--- src/rtl/weight_patch_feeder.sv ---
// Kernel weight store plus a streaming read path: replays one kernel's taps patch after
// patch into the systolic array weight input over a valid/ready link with credit-based
// backpressure.
module weight_patch_feeder #(
   parameter int unsigned K_R         = 3,
   parameter int unsigned K_S         = 3,
   parameter int unsigned DATA_W      = 8,
   parameter int unsigned NUM_KERNELS = 4,
   parameter int unsigned FIFO_DEPTH  = 2,
   parameter int unsigned PATCH_W     = 16
) (
   input  logic                               clk_i,
   input  logic                               rst_async_i,
   input  logic                               wr_en_i,
   input  logic [$clog2(NUM_KERNELS)-1:0]     wr_kernel_i,
   input  logic [$clog2(K_R*K_S):0]           wr_tap_i,
   input  logic [DATA_W-1:0]                  wr_data_i,
   output logic                               wr_err_o,
   input  logic                               start_i,
   input  logic [$clog2(NUM_KERNELS)-1:0]     kernel_sel_i,
   input  logic [PATCH_W-1:0]                 num_patches_i,
   output logic                               busy_o,
   output logic                               done_o,
   output logic                               w_valid_o,
   input  logic                               w_ready_i,
   output logic [DATA_W-1:0]                  w_data_o,
   output logic [$clog2(K_R*K_S):0]           w_tap_o,
   output logic                               w_last_o,
   output logic                               w_final_o
);

   localparam int unsigned Taps    = K_R * K_S;
   localparam int unsigned TapW    = $clog2(Taps) + 1;
   localparam int unsigned KselW   = $clog2(NUM_KERNELS);
   localparam int unsigned Entries = NUM_KERNELS * Taps;
   localparam int unsigned AddrW   = $clog2(Entries);
   localparam int unsigned BeatW   = DATA_W + TapW + 2;
   localparam int unsigned PtrW    = (FIFO_DEPTH > 1) ? $clog2(FIFO_DEPTH) : 1;
   localparam int unsigned CntW    = $clog2(FIFO_DEPTH + 1);

   typedef enum logic [1:0] {StIdle, StStream, StDrain, StDone} state_e;

   state_e               state_q, state_d;
   logic [KselW-1:0]     ksel_q;
   logic [PATCH_W-1:0]   npatch_q;
   logic [TapW-1:0]      tap_q;
   logic [PATCH_W-1:0]   patch_q;
   logic                 wr_err_q;

   logic [DATA_W-1:0]    mem_q [Entries];
   logic [DATA_W-1:0]    rd_data_q;
   logic                 rd_vld_q;
   logic [TapW-1:0]      rd_tap_q;
   logic                 rd_last_q;
   logic                 rd_final_q;

   logic [BeatW-1:0]     fifo_q [FIFO_DEPTH];
   logic [PtrW-1:0]      wr_ptr_q, rd_ptr_q;
   logic [CntW-1:0]      cnt_q;
   logic [BeatW-1:0]     head;

   logic                 wr_ok, issue, pop, tap_last, final_rd;
   logic [AddrW-1:0]     wr_addr, rd_addr;

   assign wr_ok    = (state_q == StIdle) && (32'(wr_tap_i) < Taps);
   assign wr_addr  = AddrW'(32'(wr_kernel_i) * Taps + 32'(wr_tap_i));
   assign rd_addr  = AddrW'(32'(ksel_q) * Taps + 32'(tap_q));
   assign tap_last = (32'(tap_q) == Taps - 1);
   assign final_rd = tap_last && (32'(patch_q) == 32'(npatch_q) - 32'd1);
   assign pop      = w_valid_o && w_ready_i;
   // Credits: buffered beats plus the read in flight, minus the beat leaving this cycle.
   assign issue    = (state_q == StStream) &&
                     ((32'(cnt_q) + 32'(rd_vld_q) - 32'(pop)) < FIFO_DEPTH);

   assign head      = fifo_q[rd_ptr_q];
   assign w_valid_o = (cnt_q != '0);
   assign w_data_o  = head[DATA_W-1:0];
   assign w_tap_o   = head[DATA_W +: TapW];
   assign w_last_o  = head[DATA_W + TapW];
   assign w_final_o = head[BeatW-1];
   assign busy_o    = (state_q == StStream) || (state_q == StDrain);
   assign done_o    = (state_q == StDone);
   assign wr_err_o  = wr_err_q;

   // Next-state logic for the stream controller.
   always_comb begin
      state_d = state_q;
      unique case (state_q)
         StIdle:   if (start_i) state_d = (num_patches_i != '0) ? StStream : StDone;
         StStream: if (issue && final_rd) state_d = StDrain;
         StDrain:  if (pop && w_final_o) state_d = StDone;
         StDone:   state_d = StIdle;
         default:  state_d = StIdle;
      endcase
   end

   // State register, start latching, tap/patch counters and write-error pulse.
   always_ff @(posedge clk_i or posedge rst_async_i) begin
      if (rst_async_i) begin
         state_q  <= StIdle;
         ksel_q   <= '0;
         npatch_q <= '0;
         tap_q    <= '0;
         patch_q  <= '0;
         wr_err_q <= 1'b0;
      end else begin
         state_q  <= state_d;
         wr_err_q <= wr_en_i && !wr_ok;
         if (state_q == StIdle && start_i) begin
            ksel_q   <= kernel_sel_i;
            npatch_q <= num_patches_i;
            tap_q    <= '0;
            patch_q  <= '0;
         end else if (issue) begin
            if (tap_last) begin
               tap_q   <= '0;
               patch_q <= patch_q + PATCH_W'(1);
            end else begin
               tap_q <= tap_q + TapW'(1);
            end
         end
      end
   end

   // Weight storage: synchronous write, registered read (contents survive reset).
   always_ff @(posedge clk_i) begin
      if (wr_en_i && wr_ok) mem_q[wr_addr] <= wr_data_i;
      if (issue) rd_data_q <= mem_q[rd_addr];
   end

   // Read-pipeline sidebands travel alongside the registered memory data.
   always_ff @(posedge clk_i or posedge rst_async_i) begin
      if (rst_async_i) begin
         rd_vld_q   <= 1'b0;
         rd_tap_q   <= '0;
         rd_last_q  <= 1'b0;
         rd_final_q <= 1'b0;
      end else begin
         rd_vld_q <= issue;
         if (issue) begin
            rd_tap_q   <= tap_q;
            rd_last_q  <= tap_last;
            rd_final_q <= final_rd;
         end
      end
   end

   // Output FIFO; storage is cleared on reset so every output reads 0.
   always_ff @(posedge clk_i or posedge rst_async_i) begin
      if (rst_async_i) begin
         for (int i = 0; i < int'(FIFO_DEPTH); i++) fifo_q[i] <= '0;
         wr_ptr_q <= '0;
         rd_ptr_q <= '0;
         cnt_q    <= '0;
      end else begin
         if (rd_vld_q) begin
            fifo_q[wr_ptr_q] <= {rd_final_q, rd_last_q, rd_tap_q, rd_data_q};
            wr_ptr_q <= (32'(wr_ptr_q) == FIFO_DEPTH - 1) ? '0 : wr_ptr_q + PtrW'(1);
         end
         if (pop) begin
            rd_ptr_q <= (32'(rd_ptr_q) == FIFO_DEPTH - 1) ? '0 : rd_ptr_q + PtrW'(1);
         end
         cnt_q <= cnt_q + CntW'(rd_vld_q) - CntW'(pop);
      end
   end

endmodule

--- config.mk ---
export PLATFORM = sky130hd
export DESIGN_NAME = weight_patch_feeder
export DESIGN_NICKNAME = d
export VERILOG_FILES = /design/src/rtl/weight_patch_feeder.sv
export SDC_FILE = /design/constraint.sdc
export NUM_CORES = 1
export LEC_CHECK = 0
export CAP_MARGIN = 30
export CORE_UTILIZATION = 55
export DETAILED_ROUTE_END_ITERATION = 7
export HOLD_SLACK_MARGIN = 0.12
export PLACE_DENSITY_LB_ADDON = 0.1
export SYNTH_ARGS = -nofsm -noshare
export SYNTH_HDL_FRONTEND = slang
export SYNTH_SLANG_ARGS = --single-unit
--- constraint.sdc ---
create_clock -name clk_i -period 4.7 [get_ports clk_i]
set_input_delay 0.47 -clock clk_i [delete_from_list [all_inputs] [get_ports clk_i]]
set_output_delay 0.47 -clock clk_i [all_outputs]
set_load 0.01 [all_outputs]
Word-level counts from Yosys, hierarchy flattened
Memories as Yosys holds them, arrays and structs flattened. A register that Yosys moved wholly into a read port is not among the register bits. Index checks and enable logic that the tools add are counted. Widths: inputs -> output; s select.

Add/sub/neg operators: 11. Multiply operators: 2. Order comparisons: 5. Eq/ne operators: 8. Muxes and demuxes: 21. Bitwise gates (word level): 2. Reduce and logical (&&, ||, !) cells: 19.

Operators with widths (count): $mux 15 (4); $mux 16 (3); $eq 16x32->1 (1); $lt 32x2->1 const B (1); $bwmux 30 (1); $sub 16x1->17 const B (1); $add 16x1->16 const B (1); $reduce_bool 16->1 (1); $demux 15 s1 (1); $mux 5 (3); $add 6x5->6 (2); $mul 2x4->6 const B (2); $logic_and 1x1->1 (10); $mux 2 (4); $pmux 2 s4 (1); $reduce_bool 2->1 (3); $add 5x1->5 const B (1); $eq 5x4->1 const B (1); $lt 5x4->1 const B (1); $eq 2x2->1 const B (2); $ge 2x2->1 const B (2); $mux 1 (4); $ne 2x1->1 const B (2); $not 1->2 (2); 13 further kinds (14).

Register bits: 84. Bits in writable memories: 288. Input port bits: 38. Output and inout port bits: 19. Logic and storage cells: 84. Memories: 1.

Memories: mem_q (words 36, bits a word 8, read ports 1, clocked after Yosys merged registers in 1, write ports 1, RTL line 50) `logic [DATA_W-1:0] mem_q [Entries];`.

Logic depth before layout (Yosys ltp)
Gate-level depths: netlist of run 1.

Depth after elaboration: 8. Depth in mapped cells: 16. Mapped depth without buffers: 16.

Worst setup path before layout of run 1
Ideal clock, no wire load.

Kind: register to register. Start point: register cnt_q[1]. End point: register state_q[1]. Setup time: 0.079 ns. Data arrival time: 3.418 ns. Data required time: 4.621 ns. Slack: 1.202 ns. Cell stages (with the launch flop): 17. Buffers on the path: 0. Period minus slack after synthesis: 3.498 ns. Cells stage by stage: dfrtp_1 > inv_1 > nand2_1 > nand2_1 > inv_1 > ha_1 > inv_1 > ha_1 > inv_1 > fa_1 > nand2_1 > nor4_4 > nand4_1 > a2111oi_4 > o2111ai_2 > a221oi_2 > mux2i_1.

Longest elaborated chain between the ends: 8. Elaborated cells between the ends (all ways): 11. Those cells by class: 2 x add/sub; 1 x order compare; 2 x eq/ne; 6 x reduce/logical.

Ends and longest elaborated chain: start: declaration (RTL line 59) `logic [CntW-1:0] cnt_q;`; start signal: assignment (RTL line 163) `cnt_q <= cnt_q + CntW'(rd_vld_q) - CntW'(pop);`; $reduce_bool 2->1 (*) (RTL line 76) `assign w_valid_o = (cnt_q != '0);`; net w_valid_o (RTL line 24) `output logic w_valid_o,`; $logic_and 1x1->1 (*) (RTL line 70) `assign pop = w_valid_o && w_ready_i;`; net pop (RTL line 62) `logic wr_ok, issue, pop, tap_last, final_rd;`; $sub 3x1->4 (RTL line 73) `((32'(cnt_q) + 32'(rd_vld_q) - 32'(pop)) < FIFO_DEPTH);`; $lt 32x2->1 (RTL line 73); $logic_and 1x1->1 (RTL line 72) `assign issue = (state_q == StStream) &&`; $logic_and 1x1->1 (RTL line 90) `StStream: if (issue && final_rd) state_d = StDrain;`; $ne 2x1->1 (no source line); $reduce_and 3->1 (no source line) (*); end signal: assignment (RTL line 100) `state_q <= StIdle;`; end signal: assignment (RTL line 107) `state_q <= state_d;`; end: declaration (RTL line 43) `state_e state_q, state_d;`.

The timed path passes the listed nets; every way through them passes the cells marked *. A chain may end at the register's enable or synchronous reset.

Worst setup path in the final report of run 1
Start point: register cnt_q[1]. End point: register state_q[1].

Longest elaborated chain between the ends: 8. Elaborated cells between the ends (all ways): 11. Those cells by class: 2 x add/sub; 1 x order compare; 2 x eq/ne; 6 x reduce/logical.

Ends and longest elaborated chain (RTL line): $reduce_bool 2->1 (*) (76); $logic_and 1x1->1 (*) (70); net pop (62); $sub 3x1->4 (73); $lt 32x2->1 (73); $logic_and 1x1->1 (72); $logic_and 1x1->1 (90); $ne 2x1->1 (no source line); $reduce_and 3->1 (no source line) (*).

Marked as above.

==> impl_metrics.sql, run 1 <==
INSERT INTO impl_metrics (metric_group, metric, value, unit) VALUES
('synth', 'postSynthRegisterBits', '380', ''),
('sta', 'skew', '17.3', 'ps'),
('route', 'detailedRoute.firstIterationViolations', '642', ''),
('clock_tree', 'clock_tree_from_tritoncts', 'built', ''),
('critical_path', 'worstPathArrival', '4070', 'ps'),
('synth', 'yosysSeqAreaShare', '68.4', '%'),
('die', 'die_width', '173', 'um'),
('clock_tree', 'cts_post_setup_buffers_inserted', '0', ''),
('synth', 'mappedNetlistArea', '16100', 'um^2'),
('critical_path', 'worst_setup_path_end_kind', 'flop', ''),
('synth', 'flip_flop_cell_with_the_highest_count_after_synthesis', 'edfxtp_1', ''),
('route', 'drc', '0', ''),
('cells_and_area', 'layout.core_utilization', '64.1', '%'),
('cells_and_area', 'mostFrequentLayoutCells', 'edfxtp_1 (296), nand2_1 (93), mux4_2 (88), dfrtp_1 (84), nor2_1 (67)', ''),
('sta', 'fin_crit_sh', '77.0', '%'),
('sta', 'slew_viol_final', '0', ''),
('clock_tree', 'clkTransAtPathRegs', '60', 'ps'),
('global_routing', 'grt_util_all_layers', '22.8', '%'),
('global_routing', 'first_global_vias', '8691', ''),
('clock_tree', 'insertion_delay', '540', 'ps'),
('critical_path', 'cp_slowest_stage_delay', '510', 'ps'),
('global_routing', 'antenna_found_initial', '1', ''),
('sta', 'fmax_achieved', '0.276', 'GHz'),
('clock_tree', 'cts.hold.buffers_added', '0', ''),
('clock_tree', 'clock_sinks', '380', ''),
('cells_and_area', 'drive_gt1_share', '21.1', '%'),
('route', 'totalWireLength', '32.2', 'mm'),
('cells_and_area', 'syn_to_final_growth', '14.6', '%'),
('global_routing', 'grt_first_pass_wirelength', '51.5', 'mm'),
('sta', 'timing.final.crit_period', '3620', 'ps'),
('route', 'viasPerCell', '5.75', ''),
('pwr', 'power.density', '588', 'nW/um^2'),
('route', 'route.vias.total', '8298', ''),
('placement', 'post-dp-hpwl', '20.6', 'mm'),
('critical_path', 'cp_cell_sequence', 'inv_1 > nand2_1 > nand2_1 > inv_1 > ha_1 > inv_1 > ha_1 > inv_1 > fa_1 > nand2_1 > nor4_4 > buf_4 > nand4_1 > a2111oi_4 > o2111ai_2 > a221oi_2 > mux2i_1', ''),
('die', 'effective_utilization_at_floorplan', '56.0', '%'),
('synth', 'syn-num-nets', '1013', ''),
('critical_path', 'worstSetupPathType', 'reg2reg', ''),
('synth', 'syn-mean-instance-area', '17.0', 'um^2'),
('route', 'drt_pre_antenna_iters', '5', ''),
('route', 'drtAntennaViolNets', '0', ''),
('clock_tree', 'cts-htree-levels', '2', ''),
('worst_hold_path', 'hold_path.class', 'in2async', ''),
('critical_path', 'start_kind', 'flop', ''),
('die', 'floorplan.die_area', '29900', 'um^2'),
('route', 'wire_per_inst', '22.3', 'um'),
('critical_path', 'crit_fanout', '10', ''),
('synth', 'synth-edff-count', '296', ''),
('clock_tree', 'cts_resized', '0', ''),
('cells_and_area', 'mostFrequentLayoutCell', 'edfxtp_1', ''),
('sta', 'max_slew_margin', '31.2', '%'),
('placement', 'port-buffer-count', '56', ''),
('sta', 'fin_setup_tns', '0', 'ps'),
('synth', 'synthesis.yosys.warnings', '0', ''),
('synth', 'synth_cell_type_count', '60', ''),
('clock_tree', 'clk_root_buffer_cell', 'clkbuf_16', ''),
('global_routing', 'grt.overflow.total', '0', ''),
('cells_and_area', 'design.final.nets', '1095', ''),
('sta', 'rsz0062_at_grt', 'no', ''),
('sta', 'max_slew.worst_pin.slew', '1020', 'ps'),
('die', 'core_area', '28700', 'um^2'),
('critical_path', 'worst-endpoint-required', '5150', 'ps'),
('global_routing', 'grt_start_max_net_pins', '47', ''),
('cells_and_area', 'fill_cells', '2029', ''),
('die', 'pin_count', '57', ''),
('pwr', 'irDropWorstVdd', '410', 'uV'),
('critical_path', 'critPathMostFrequentCell', 'inv_1', ''),
('flow_run', 'cap_violations', '0', ''),
('synth', 'synth_cells', '945', ''),
('clock_tree', 'cts-buffers-inserted', '40', ''),
('cells_and_area', 'multiInputGateArea', '4880', 'um^2'),
('sta', 'setup_viol', '0', ''),
('cells_and_area', 'antenna_cells_inserted', '0', ''),
('cells_and_area', 'regArea', '11000', 'um^2'),
('die', 'die_height', '173', 'um'),
('die', 'number_of_rows_in_the_core_area', '62', ''),
('run_status', 'outcome', 'finished, final reports clean', ''),
('sta', 'timing.final.hold_violations', '0', ''),
('clock_tree', 'cts_buffer_depth', '3', ''),
('pwr', 'power.static_leakage', '6.49', 'nW'),
('synth', 'synth-async-reset-ratio', '22.1', '%'),
('placement', 'finalWeightedCongestion', '0.840', ''),
('critical_path', 'cell_at_the_slowest_stage_of_the_critical_path', 'fa_1', '');
-- critical path: cells and delay by family, from the launching register on --
kind,cells,cell delay (ps)
buffers and inverters,5,490
AND/OR/NAND/NOR,5,630
AO/OA/AOI/OAI,3,840
flip-flops,1,420
adder cells (fa/ha/maj),3,920
multiplexers,1,230
-- sequential cells by signal, summed over array words and instances (netlist names), 2 cells and up --
signal / count
tap_q: 5
rd_data_q: 8
mem_q: 288
npatch_q: 16
cnt_q: 2
state_q: 2
patch_q: 16
fifo_q: 30
ksel_q: 2
rd_tap_q: 5
-- stage by stage --
step | setup WS (ps) | cell area, um^2 | hold slack (ps) | cells | power [W]
2_1_floorplan | 1200 | 16100 | 444 | 945 | 0.00676
3_3_place_gp | 930 | 17200 | 462 | 1367 | 0.00795
3_5_place_dp | 834 | 17200 | 468 | 1368 | 0.00798
4_1_cts | 1060 | 18400 | 381 | 1441 | 0.0109
5_1_grt | 712 | 18400 | 423 | 1442 | 0.0113
6_report | 1080 | 18400 | 356 | 1442 | 0.0108
-- cell families after synthesis --
kind of cell / Yosys count / synth area share [%]
flip-flops: 380 / 68.4
multiplexers: 144 / 16.2
AND/OR/NAND/NOR: 230 / 6.66
adder cells (fa/ha/maj): 30 / 2.48
AO/OA/AOI/OAI: 57 / 2.52
buffers and inverters: 61 / 1.43
XOR/XNOR: 43 / 2.34
-- synthesized netlist by cell type, types with 2 or more instances --
library cell	instances	area, um^2
edfxtp_1	296	8890
nand2_1	93	349
mux4_2	88	1980
dfrtp_1	84	2100
nor2_1	67	251
mux2_2	43	484
ha_1	27	338
inv_1	24	90.1
xnor2_1	24	210
o21ai_0	23	115
clkbuf_1	22	82.6
xor2_1	19	166
buf_1	13	48.8
mux2i_1	13	130
nand4_1	13	81.3
a21oi_1	9	45.0
nand3_1	9	45.0
nor4_1	8	50.1
nor3_1	7	35.0
or3_1	6	37.5
nand3b_1	4	30.0
nor2b_1	4	25.0
and2_1	3	18.8
fa_1	3	60.1
nand2b_1	3	18.8
a211oi_1	2	15.0
a21boi_0	2	15.0
a21o_1	2	15.0
a311oi_1	2	17.5
o2111ai_1	2	17.5
-- where the power goes --
part	leakage, nW	total (W)	internal, W	switching, W
Clock	0.608	0.00294	0.00168	0.00127
Sequential	3.76	0.00415	0.00391	0.000238
Combinational	2.12	0.00373	0.00190	0.00183
Total	6.49	0.0108	0.00749	0.00333
-- routing by layer --
| metal | track usage, % | up-vias | wire length, um |
|---|---|---|---|
| met5 | 0 | - | 0 |
| met4 | 6.49 | 0 | 687 |
| met1 | 32.8 | 4228 | 14300 |
| met3 | 2.77 | 49 | 1290 |
| met2 | 37.3 | 198 | 15900 |
| li1 | - | 3823 | - |
-- area by class of cell --
type / instances / share of cell area [%]
inverters: 25 / 0.516
clock inverters: 22 / 0.870
repair buffers: 76 / 4.02
clock buffers: 51 / 5.80
multi-input cells: 504 / 26.5
well taps: 384 / 2.61
flip-flops and latches: 380 / 59.7
-- worst paths after layout --
check	endpoint	from	depth (start not counted)	slack, ps
max	state_q[1]$_DFFE_PP0P_	cnt_q[1]$_DFF_PP0_	17	1080
min in group clk_i	fifo_q[14]$_DFFE_PP0P_	fifo_q[14]$_DFFE_PP0P_	2	480
min	state_q[1]$_DFFE_PP0P_	rst_async_i	2	360
min reg2reg	fifo_q[14]$_DFFE_PP0P_	fifo_q[14]$_DFFE_PP0P_	2	480
max in group asynchronous	fifo_q[5]$_DFFE_PP0P_	rst_async_i	3	3350
max reg2reg	state_q[1]$_DFFE_PP0P_	cnt_q[1]$_DFF_PP0_	17	1080
Power figures use the tool's default switching activity.
==> run 2, diff against run 1 <==
==> constraint.sdc (replaced) <==
create_clock -name clk_i -period 3.3 [get_ports clk_i]
set_input_delay 0.33 -clock clk_i [delete_from_list [all_inputs] [get_ports clk_i]]
set_output_delay 0.33 -clock clk_i [all_outputs]
set_load 0.01 [all_outputs]
==> run 2 against run 1 <==
Cell count up 4.2%. Fmax up 12%. Clock-buffer cell count up 2. Hold slack worse by 100 ps. First-iteration DRC count up 9.7%. Worst setup slack worse by 1000 ps. Sequential power up 42%. Clock power up 44%. Flip-flop and latch count unchanged. Combinational power up 51%. Wire length up 0.58%. Largest cell class unchanged.
==> impl_metrics.sql, run 2 (synthesized netlist as in run 1, its figures left out) <==
INSERT INTO impl_metrics (metric_group, metric, value, unit) VALUES
('run_status', 'outcome', 'finished, final reports clean', ''),
('critical_path', 'cell_at_the_slowest_stage_of_the_critical_path', 'fa_2', ''),
('cells_and_area', 'multiInputGateArea', '4930', 'um^2'),
('clock_tree', 'clock_tree_from_tritoncts', 'built', ''),
('global_routing', 'antenna_found_initial', '1', ''),
('cells_and_area', 'regArea', '11000', 'um^2'),
('critical_path', 'timing.critical_path.to', 'state_q[0]$_DFFE_PP0P_', ''),
('route', 'route.vias.total', '8565', ''),
('global_routing', 'grt_start_max_net_pins', '44', ''),
('critical_path', 'cp_slowest_stage_delay', '530', 'ps'),
('sta', 'timing.final.crit_period', '3230', 'ps'),
('critical_path', 'worstPathArrival', '3670', 'ps'),
('critical_path', 'minimum_setup_slack_among_reg_to_reg_paths', '70', 'ps'),
('critical_path', 'worstReg2RegEnd', 'state_q[0]$_DFFE_PP0P_', ''),
('critical_path', 'worstSetupStartpoint', 'cnt_q[1]$_DFF_PP0_', ''),
('critical_path', 'critPathMostFrequentCell', 'inv_2', ''),
('die', 'die_width', '173', 'um'),
('sta', 'slew_viol_final', '0', ''),
('route', 'drt_pre_antenna_iters', '6', ''),
('critical_path', 'worstReg2RegStart', 'cnt_q[1]$_DFF_PP0_', ''),
('placement', 'port-buffer-count', '56', ''),
('placement', 'post-dp-hpwl', '21.4', 'mm'),
('global_routing', 'grt_first_pass_wirelength', '50.9', 'mm'),
('clock_tree', 'cts_buffer_depth', '3', ''),
('clock_tree', 'clock_sinks', '380', ''),
('cells_and_area', 'mostFrequentLayoutCell', 'edfxtp_1', ''),
('clock_tree', 'insertion_delay', '530', 'ps'),
('global_routing', 'grt.overflow.total', '0', ''),
('cells_and_area', 'fill_cells', '2001', ''),
('clock_tree', 'cts-htree-levels', '2', ''),
('critical_path', 'r2r_cells', '16', ''),
('critical_path', 'cp_cell_sequence', 'inv_4 > nand2_4 > nand2_2 > inv_2 > ha_4 > inv_2 > ha_4 > inv_2 > fa_2 > nand2_2 > nor4_4 > nand4_1 > a2111oi_4 > o2111ai_2 > a221oi_2 > a2bb2oi_1', ''),
('cells_and_area', 'drive_gt1_share', '26.5', '%'),
('sta', 'max_slew.worst_pin.slew', '965', 'ps'),
('cells_and_area', 'post-route-cell-area', '19000', 'um^2'),
('sta', 'max_slew_margin', '35.2', '%'),
('cells_and_area', 'design.final.nets', '1159', ''),
('sta', 'fmax_achieved', '0.309', 'GHz'),
('cells_and_area', 'antenna_cells_inserted', '0', ''),
('cells_and_area', 'mostFrequentLayoutCells', 'edfxtp_1 (296), nand2_1 (90), mux4_2 (88), dfrtp_1 (83), buf_4 (76)', ''),
('sta', 'fin_crit_sh', '97.9', '%'),
('sta', 'fin_setup_tns', '0', 'ps'),
('die', 'pin_count', '57', ''),
('pwr', 'power.density', '828', 'nW/um^2'),
('die', 'effective_utilization_at_floorplan', '56.0', '%'),
('pwr', 'power.static_leakage', '6.84', 'nW'),
('placement', 'finalWeightedCongestion', '0.820', ''),
('route', 'drtAntennaViolNets', '0', ''),
('sta', 'skew', '15.5', 'ps'),
('cells_and_area', 'layout.core_utilization', '66.2', '%'),
('route', 'detailedRoute.firstIterationViolations', '704', ''),
('die', 'core_area', '28700', 'um^2'),
('critical_path', 'worst-endpoint-required', '3740', 'ps'),
('critical_path', 'worstSetupPathType', 'reg2reg', ''),
('route', 'wire_per_inst', '21.5', 'um'),
('global_routing', 'grt_util_all_layers', '22.6', '%'),
('placement', 'post_dp_cell_area', '17700', 'um^2'),
('clock_tree', 'cts-buffers-inserted', '40', ''),
('global_routing', 'first_global_vias', '8647', ''),
('route', 'totalWireLength', '32.4', 'mm'),
('route', 'viasPerCell', '5.70', ''),
('die', 'number_of_rows_in_the_core_area', '62', ''),
('critical_path', 'worst_setup_path_end_kind', 'flop', ''),
('cells_and_area', 'syn_to_final_growth', '18.3', '%'),
('cells_and_area', 'largest_register_ff_count', '288', ''),
('clock_tree', 'cts.hold.buffers_added', '0', ''),
('cells_and_area', 'top_register', 'mem_q', ''),
('cells_and_area', 'biggestRegsByFlops', 'mem_q (288), fifo_q (30)', ''),
('route', 'drc', '0', ''),
('die', 'floorplan.die_area', '29900', 'um^2'),
('flow_run', 'cap_violations', '0', ''),
('sta', 'setup_viol', '0', ''),
('clock_tree', 'clk_root_buffer_cell', 'clkbuf_16', ''),
('clock_tree', 'clkTransAtPathRegs', '60', 'ps'),
('die', 'die_height', '173', 'um'),
('worst_hold_path', 'hold_path.class', 'in2async', ''),
('sta', 'rsz0062_at_grt', 'yes', ''),
('pwr', 'irDropWorstVdd', '553', 'uV'),
('sta', 'timing.final.hold_violations', '0', ''),
('critical_path', 'start_kind', 'flop', ''),
('critical_path', 'crit_fanout', '3', '');
run 2: cell types whose count changed in the layout (fill, tap and decap cells not counted), moves of 3 or more:
cell      delta
clkbuf_1     -3
clkbuf_8     +3
buf_4       +59
nand2_1      -3
inv_1        -4
clkinv_2     -6
inv_2        +3
buf_12       +4
run 2: final cells by class:
class	instances	area share (%)
multi-input cells	504	25.9
clock buffers	53	5.94
repair buffers	140	6.70
well taps	384	2.53
clock inverters	17	0.605
inverters	25	0.513
flip-flops and latches	380	57.8
run 2: where the power goes:
| part | leakage (nW) | switching (W) | internal, W | total (W) |
|---|---|---|---|---|
| Clock | 0.613 | 0.00176 | 0.00248 | 0.00424 |
| Combinational | 2.47 | 0.00270 | 0.00292 | 0.00562 |
| Sequential | 3.76 | 0.000324 | 0.00557 | 0.00589 |
run 2: timing repair:
item,in CTS,in global routing
setup endpoints to repair,0,5
resized for setup,0,3
setup buffers,0,5
run 2: worst max-delay path: cells and delay by family, from the launching register on:
kind	cells	cell delay, ps
DFF	1	420
AOI/OAI and AO/OA	4	1010
adders and majority gates	3	850
buffers and inverters	4	210
and+or+nand+nor	5	650
run 2: how the worst min path moves through the flow:
stage,from,to,slack [ps]
after detailed placement,wr_ptr_q$_DFFE_PP0P_,wr_ptr_q$_DFFE_PP0P_,480
final,rst_async_i,rd_final_q$_DFFE_PP0P_,250
after global routing,rst_async_i,rd_final_q$_DFFE_PP0P_,330
after CTS,rst_async_i,rd_final_q$_DFFE_PP0P_,270
after floorplan,wr_data_i[0],mem_q[0][0]$_DFFE_PP_,430
after global placement,fifo_q[14]$_DFFE_PP0P_,fifo_q[14]$_DFFE_PP0P_,460
run 2: layer usage:
| layer | GRT usage (%) | part of all wire (%) | wire, um | vias to the layer above |
|---|---|---|---|---|
| li1 | - | - | - | 3936 |
| met1 | 33.1 | 44 | 14400 | 4366 |
| met2 | 35.6 | 48 | 15600 | 223 |
| met3 | 3.65 | 5.2 | 1680 | 40 |
| met4 | 6.31 | 2.0 | 659 | 0 |
| met5 | 0 | 0 | 0 | - |
run 2: through the flow:
step / hold slack (ps) / setup WS [ps] / instances / power (W)
2_1_floorplan: 429 / -115 / 945 / 0.00969
3_3_place_gp: 457 / -153 / 1427 / 0.0116
3_5_place_dp: 478 / -212 / 1428 / 0.0117
4_1_cts: 273 / 28.0 / 1498 / 0.0159
5_1_grt: 325 / -120 / 1503 / 0.0165
6_report: 252 / 68.0 / 1503 / 0.0158
==> run 3, diff against run 2 <==
==> constraint.sdc (replaced) <==
create_clock -name clk_i -period 3.1 [get_ports clk_i]
set_input_delay 0.31 -clock clk_i [delete_from_list [all_inputs] [get_ports clk_i]]
set_output_delay 0.31 -clock clk_i [all_outputs]
set_load 0.01 [all_outputs]
==> run 3 against run 2 <==
Global-route usage rose by 0.25 points. Combinational power is 8.9% higher. Clock power up 9.0%. Sequential power is 6.3% higher. Wire length is essentially flat.
==> impl_metrics.sql, run 3 (synthesized netlist as in run 1, its figures left out) <==
INSERT INTO impl_metrics (metric_group, metric, value, unit) VALUES
('global_routing', 'grt.overflow.total', '0', ''),
('global_routing', 'antenna_found_initial', '0', ''),
('critical_path', 'cell_at_the_slowest_stage_of_the_critical_path', 'fa_2', ''),
('global_routing', 'first_global_vias', '9102', ''),
('critical_path', 'r2r_cells', '16', ''),
('route', 'wire_per_inst', '21.4', 'um'),
('placement', 'finalWeightedCongestion', '0.784', ''),
('clock_tree', 'clock_sinks', '380', ''),
('cells_and_area', 'syn_to_final_growth', '19.1', '%'),
('placement', 'post-dp-hpwl', '21.3', 'mm'),
('pwr', 'irDropWorstVdd', '552', 'uV'),
('clock_tree', 'cts_buffer_depth', '3', ''),
('placement', 'post_dp_cell_area', '17800', 'um^2'),
('critical_path', 'cp_slowest_stage_delay', '530', 'ps'),
('critical_path', 'timing.critical_path.max_delay_family', 'adder cells', ''),
('sta', 'fin_crit_sh', '98.2', '%'),
('cells_and_area', 'largest_register_ff_count', '288', ''),
('cells_and_area', 'antenna_cells_inserted', '0', ''),
('placement', 'placed_cells', '1437', ''),
('die', 'die_width', '173', 'um'),
('pwr', 'netSwitchingPower', '0.00517', 'W'),
('global_routing', 'grt_util_all_layers', '22.8', '%'),
('cells_and_area', 'layout.core_utilization', '66.7', '%'),
('route', 'drt_pre_antenna_iters', '5', ''),
('global_routing', 'grt_first_pass_wirelength', '51.6', 'mm'),
('sta', 'skew', '12.0', 'ps'),
('sta', 'slew_viol_final', '0', ''),
('cells_and_area', 'mostFrequentLayoutCell', 'edfxtp_1', ''),
('die', 'pin_count', '57', ''),
('cells_and_area', 'post-route-cell-area', '19100', 'um^2'),
('critical_path', 'crit_fanout', '2', ''),
('cells_and_area', 'top_register', 'mem_q', ''),
('critical_path', 'critical_path_buf_inv_count', '4', ''),
('placement', 'port-buffer-count', '56', ''),
('sta', 'max_slew_margin', '32.4', '%'),
('sta', 'timing.final.hold_violations', '0', ''),
('cells_and_area', 'design.final.nets', '1169', ''),
('route', 'detailroute.wirelength.met3', '1.67', 'mm'),
('die', 'core_area', '28700', 'um^2'),
('pwr', 'clock_power_share', '27.2', '%'),
('critical_path', 'cp_cell_sequence', 'inv_2 > nand2_4 > nand2_4 > inv_2 > ha_4 > inv_4 > ha_4 > inv_2 > fa_2 > nand2_2 > nor4_4 > nand4_1 > a2111oi_4 > o2111ai_2 > a221oi_2 > mux2i_1', ''),
('route', 'drt-met1-wl', '14.2', 'mm'),
('critical_path', 'minimum_setup_slack_among_reg_to_reg_paths', '50', 'ps'),
('die', 'die_height', '173', 'um'),
('sta', 'max_slew.worst_pin.slew', '1010', 'ps'),
('worst_hold_path', 'hold_path.class', 'in2async', ''),
('cells_and_area', 'fill_cells', '2023', ''),
('die', 'effective_utilization_at_floorplan', '56.0', '%'),
('route', 'detailedRoute.firstIterationViolations', '764', ''),
('cells_and_area', 'finish.cell_count_without_fillers', '1515', ''),
('sta', 'rsz0062_at_grt', 'yes', ''),
('clock_tree', 'cts-htree-levels', '2', ''),
('pwr', 'power.density', '889', 'nW/um^2'),
('clock_tree', 'insertion_delay', '530', 'ps'),
('sta', 'setup_viol', '0', ''),
('route', 'drc', '0', ''),
('cells_and_area', 'biggestRegsByFlops', 'mem_q (288), fifo_q (30)', ''),
('pwr', 'switching_share', '30.4', '%'),
('clock_tree', 'clkTransAtPathRegs', '60', 'ps'),
('pwr', 'p_comb_share', '36.0', '%'),
('pwr', 'power_frac_seq', '36.8', '%'),
('sta', 'timing.final.crit_period', '3050', 'ps'),
('cells_and_area', 'mostFrequentLayoutCells', 'edfxtp_1 (296), nand2_1 (90), mux4_2 (88), buf_4 (86), dfrtp_1 (83)', ''),
('cells_and_area', 'drive_gt1_share', '27.5', '%'),
('critical_path', 'worstSetupPathType', 'reg2reg', ''),
('pwr', 'internal-power', '0.0118', 'W'),
('clock_tree', 'clock_tree_from_tritoncts', 'built', ''),
('critical_path', 'critPathMostFrequentCell', 'inv_2', ''),
('die', 'number_of_rows_in_the_core_area', '62', ''),
('route', 'viasPerCell', '5.69', ''),
('critical_path', 'worst-endpoint-required', '3540', 'ps'),
('critical_path', 'worstReg2RegEnd', 'state_q[1]$_DFFE_PP0P_', ''),
('flow_run', 'cap_violations', '0', ''),
('route', 'met2_length', '15.8', 'mm'),
('pwr', 'power.static_leakage', '6.90', 'nW'),
('route', 'highest_layer', 'met4', ''),
('route', 'route.vias.total', '8613', ''),
('sta', 'fmax_achieved', '0.328', 'GHz'),
('route', 'totalWireLength', '32.4', 'mm'),
('critical_path', 'worst_setup_path_end_kind', 'flop', ''),
('critical_path', 'worstPathArrival', '3490', 'ps'),
('clock_tree', 'cts-buffers-inserted', '41', ''),
('critical_path', 'worstReg2RegStart', 'cnt_q[1]$_DFF_PP0_', ''),
('global_routing', 'grt_start_max_net_pins', '37', ''),
('die', 'floorplan.die_area', '29900', 'um^2'),
('clock_tree', 'clk_root_buffer_cell', 'clkbuf_16', ''),
('critical_path', 'start_kind', 'flop', ''),
('run_status', 'outcome', 'finished, final reports clean', ''),
('route', 'drtAntennaViolNets', '0', '');
-- run 3: changes by cell type in the layout (fill, tap and decap cells not counted), sizes merged --
cell / delta
buf: +9
bufinv: +1
clkinvlp: +1
clkbuf: +2
clkinv: -1
-- run 3: timing repair --
| item | CTS | global route |
|---|---|---|
| hold buffers | 0 | 0 |
| endpoints found under the setup margin | 4 | 12 |
| buffers inserted | 4 | 2 |
| resized for setup | 1 | 5 |
| gates cloned | 0 | 0 |
| pin swaps | 6 | 4 |
-- run 3: worst max-delay path by stage --
stage                            start                     end  slack (ps)  depth (start not counted)
CTS                 cnt_q[1]$_DFF_PP0_  state_q[1]$_DFFE_PP0P_         -60                         16
finish              cnt_q[1]$_DFF_PP0_  state_q[1]$_DFFE_PP0P_          50                         16
floorplan           cnt_q[1]$_DFF_PP0_  state_q[1]$_DFFE_PP0P_        -320                         16
global route        cnt_q[1]$_DFF_PP0_  state_q[1]$_DFFE_PP0P_        -140                         16
detailed placement           w_ready_i  state_q[1]$_DFFE_PP0P_        -430                         15
global placement             w_ready_i  state_q[1]$_DFFE_PP0P_        -330                         15
-- run 3: layout make-up --
| type | count | area (um^2) | share of cell area (%) |
|---|---|---|---|
| Inverter | 25 | 97.6 | 0.510 |
| Tap cell | 384 | 480 | 2.51 |
| Multi-Input combinational cell | 504 | 4940 | 25.8 |
| Sequential cell | 380 | 11000 | 57.5 |
| Timing Repair Buffer | 149 | 1340 | 6.99 |
| Clock inverter | 18 | 161 | 0.844 |
| Clock buffer | 55 | 1120 | 5.85 |
-- run 3: through the flow --
| step | setup TNS, ps | power, W | hold WS, ps | worst slack (ps) |
|---|---|---|---|---|
| after floorplan | -613 | 0.0103 | 409 | -315 |
| after CTS | -173 | 0.0171 | 140 | -59.7 |
| final | 0 | 0.0170 | 136 | 54.8 |
| after global placement | -1890 | 0.0124 | 463 | -334 |
| after detailed placement | -4930 | 0.0125 | 472 | -425 |
| after global routing | -685 | 0.0178 | 171 | -144 |
-- run 3: layer usage --
| metal | vias to the layer above | track usage (%) |
|---|---|---|
| met2 | 225 | 37.2 |
| met5 | - | 0 |
| met3 | 57 | 3.83 |
| li1 | 3966 | - |
| met1 | 4365 | 32.1 |
| met4 | 0 | 6.75 |
-- run 3: worst register-to-register path, stage by stage, from the launching register on --
cell	delay [ps]
dfrtp_2	400
inv_2	80
nand2_4	50
nand2_4	50
inv_2	50
ha_4	220
inv_4	50
ha_4	120
inv_2	30
fa_2	530
nand2_2	70
nor4_4	180
nand4_1	180
a2111oi_4	230
o2111ai_2	170
a221oi_2	340
mux2i_1	220
-- run 3: power groups by stage --
stage | logic (W) | clock network (W) | registers (W)
after floorplan | 0.00409 | 0 | 0.00623
after CTS | 0.00615 | 0.00473 | 0.00627
after global routing | 0.00658 | 0.00492 | 0.00632
after detailed placement | 0.00610 | 0 | 0.00637
final | 0.00612 | 0.00462 | 0.00626
after global placement | 0.00601 | 0 | 0.00635
==> variant: new RTL, config.mk and constraints of run 2 <==
The parameter `FIFO_DEPTH` goes from 2 to 4.
--- a/src/rtl/weight_patch_feeder.sv
+++ b/src/rtl/weight_patch_feeder.sv
@@ -8,3 +8,3 @@
    parameter int unsigned NUM_KERNELS = 4,
-   parameter int unsigned FIFO_DEPTH  = 2,
+   parameter int unsigned FIFO_DEPTH  = 4,
    parameter int unsigned PATCH_W     = 16
Function: no difference found for any inputs over 4 cycles, from zero or initial values and one cycle with rst_async_i high; that may be too few to reach the edited logic, so the function may still have changed.
==> variant against run 2 <==
- the run now ends with setup timing left
- cell area grew 9.1%
- cell count grew 8.1%
- synthesized area grew 10%
- critical path depth shrank 3
- highest routed layer unchanged
- worst setup slack lost 80 ps
- sequential cell count grew 33
- largest cell class unchanged
- sequential power grew 11%
- largest power group unchanged
- routed wire length grew 12%
- power grew 3.2%
==> variant: results (changes against run 2) <==
outcome - finished with violations
failing checks - setup timing
hold_ws - 146 ps (-105 ps)
ys flop type - edfxtp_1
Total Neg Setup Slack - -12.5 ps (-12.5 ps)
Post-synth ARST share - 28.3% (+6.2 points)
Worst VDD drop - 0.660 mV (+19%)
Clock Tree Root - clkbuf_16
first-pass GRT wire length - 57.4 mm (+13%)
Arr. time, crit path - 3780 ps (+110 ps)
vias in the first global route - 9732 (+13%)
Total Nets Final - 1263 (+9.0%)
wire per inst - 22.3 um (+3.3%)
Post-synth top cells - edfxtp_1 (296), dfrtp_1 (117), mux4_2 (103)
FF-to-FF path depth - 13 (-3)
Crit Path Max Fanout - 5 (+2)
Slowest cell on crit path - or4b_4
largest net degree at the start of global routing - 102 (+130%)
ranking of synthesized cells by area - edfxtp_1 (50%), dfrtp_1 (17%), mux4_2 (13%)
DP Worst Slack - 36.0 ps (+248 ps)
clock latency on the worst-skew pair - 550 ps (+20 ps)
Mapped Cells - 1051 (+11%)
Worst Skew - 20.6 ps (+5.10 ps)
fillers - 2174 (+8.6%)
Largest regs - mem_q (288), fifo_q (60)
Setup WS post-layout - -12.5 ps (-80.4 ps)
DR iter-0 viols - 708 (+0.57%)
Clock Path Buffers - 3 (unchanged)
post-placement cell count - 1541 (+7.9%)
delay of the slowest critical-path stage - 580 ps (+50 ps)
r2r endpoint - state_q[1]
initial antenna violation count - 0 (-1)
GRT Total Usage - 23.2% (+0.60 points)
syn_nets - 1125 (+11%)
Initial DRT Pass Iterations - 5 (-1)
CTS Buf Count - 43 (+7.5%)
# setup viols final - 1 (+1)
Relative slew margins - 31.9% (-3.3 points)
Via density - 5.88 (+3.1%)
Leak Pwr - 7.56 nW (+10%)
layout cells sized above 1 - 26.7% (+0.14 points)
post-synthesis sequential area ratio - 66.9% (-1.6 points)
DRT Wirelength - 36.1 mm (+12%)
HPWL Detailed - 23.9 mm (+12%)
GPL Wtd Cong - 0.872 (+6.3%)
CP top delay family - simple AND/OR/NAND/NOR gates
==> variant: worst reg2reg max path, cell delays in order, from the launching register on <==
cell,delay [ps]
dfrtp_1,370
or3_4,380
and2_4,160
ha_4,200
inv_2,60
ha_4,120
inv_2,30
fa_2,340
xnor2_2,190
and3_1,190
nand3_2,90
or4b_4,580
or4_4,440
nand3_2,80
==> variant: routing by layer <==
| layer | share of wire, % | global-route usage [%] | wire, um |
|---|---|---|---|
| met2 | 49 | 37.8 | 17800 |
| met4 | 1.8 | 5.53 | 638 |
| met1 | 44 | 33.2 | 15900 |
| met3 | 4.9 | 3.59 | 1780 |
| met5 | 0 | 0 | 0 |
==> variant: timing repair <==
item                                    4_1_cts  5_1_grt
resized for setup                             0        5
buffers inserted                              0        4
endpoints found under the setup margin        0        9
hold endpoints to repair                      0        0
==> variant: through the flow <==
stage	cell area [um^2]	utilization, %	total power [mW]
after floorplan	17700	-	9.90
after global placement	19300	61.3	11.7
after detailed placement	19300	61.3	11.8
after CTS	20700	65.5	16.4
after global routing	20700	65.7	17.0
final	20700	65.7	16.2
==> variant: worst max path at each step <==
stage,cells after the start,startpoint,endpoint
finish,13,cnt_q[1],state_q[1]
global route,13,cnt_q[1],state_q[1]
CTS,13,cnt_q[1],state_q[0]
detailed placement,14,w_ready_i,patch_q[14]
global placement,13,w_ready_i,state_q[1]
floorplan,14,cnt_q[1],state_q[0]
==> variant: report_power, final <==
part           leakage (nW)  internal [mW]  switching, mW  total, mW
Combinational          2.78           2.82           2.28       5.10
Clock                 0.649           2.67           1.91       4.59
Sequential             4.13           6.19          0.375       6.56
==> variant: area by class of cell <==
type / count / area share (%)
clock inverters: 20 / 0.778
flip-flops and latches: 413 / 57.0
inverters: 24 / 0.452
well taps: 402 / 2.43
multi-input cells: 568 / 27.4
clock buffers: 58 / 5.71
repair buffers: 139 / 6.29
==> variant: logic make-up (layout without fill, tap and decap cells) <==
group	count (synthesis)	in the layout	share of synthesized area (%)
adders and majority gates	36	36	2.68
xor gates and xnor gates	39	39	1.93
and+or+nand+nor	242	242	6.70
AOI/OAI and AO/OA	74	74	2.54
buffers and inverters	70	241	1.57
muxes	177	177	17.7
DFF	413	413	66.9
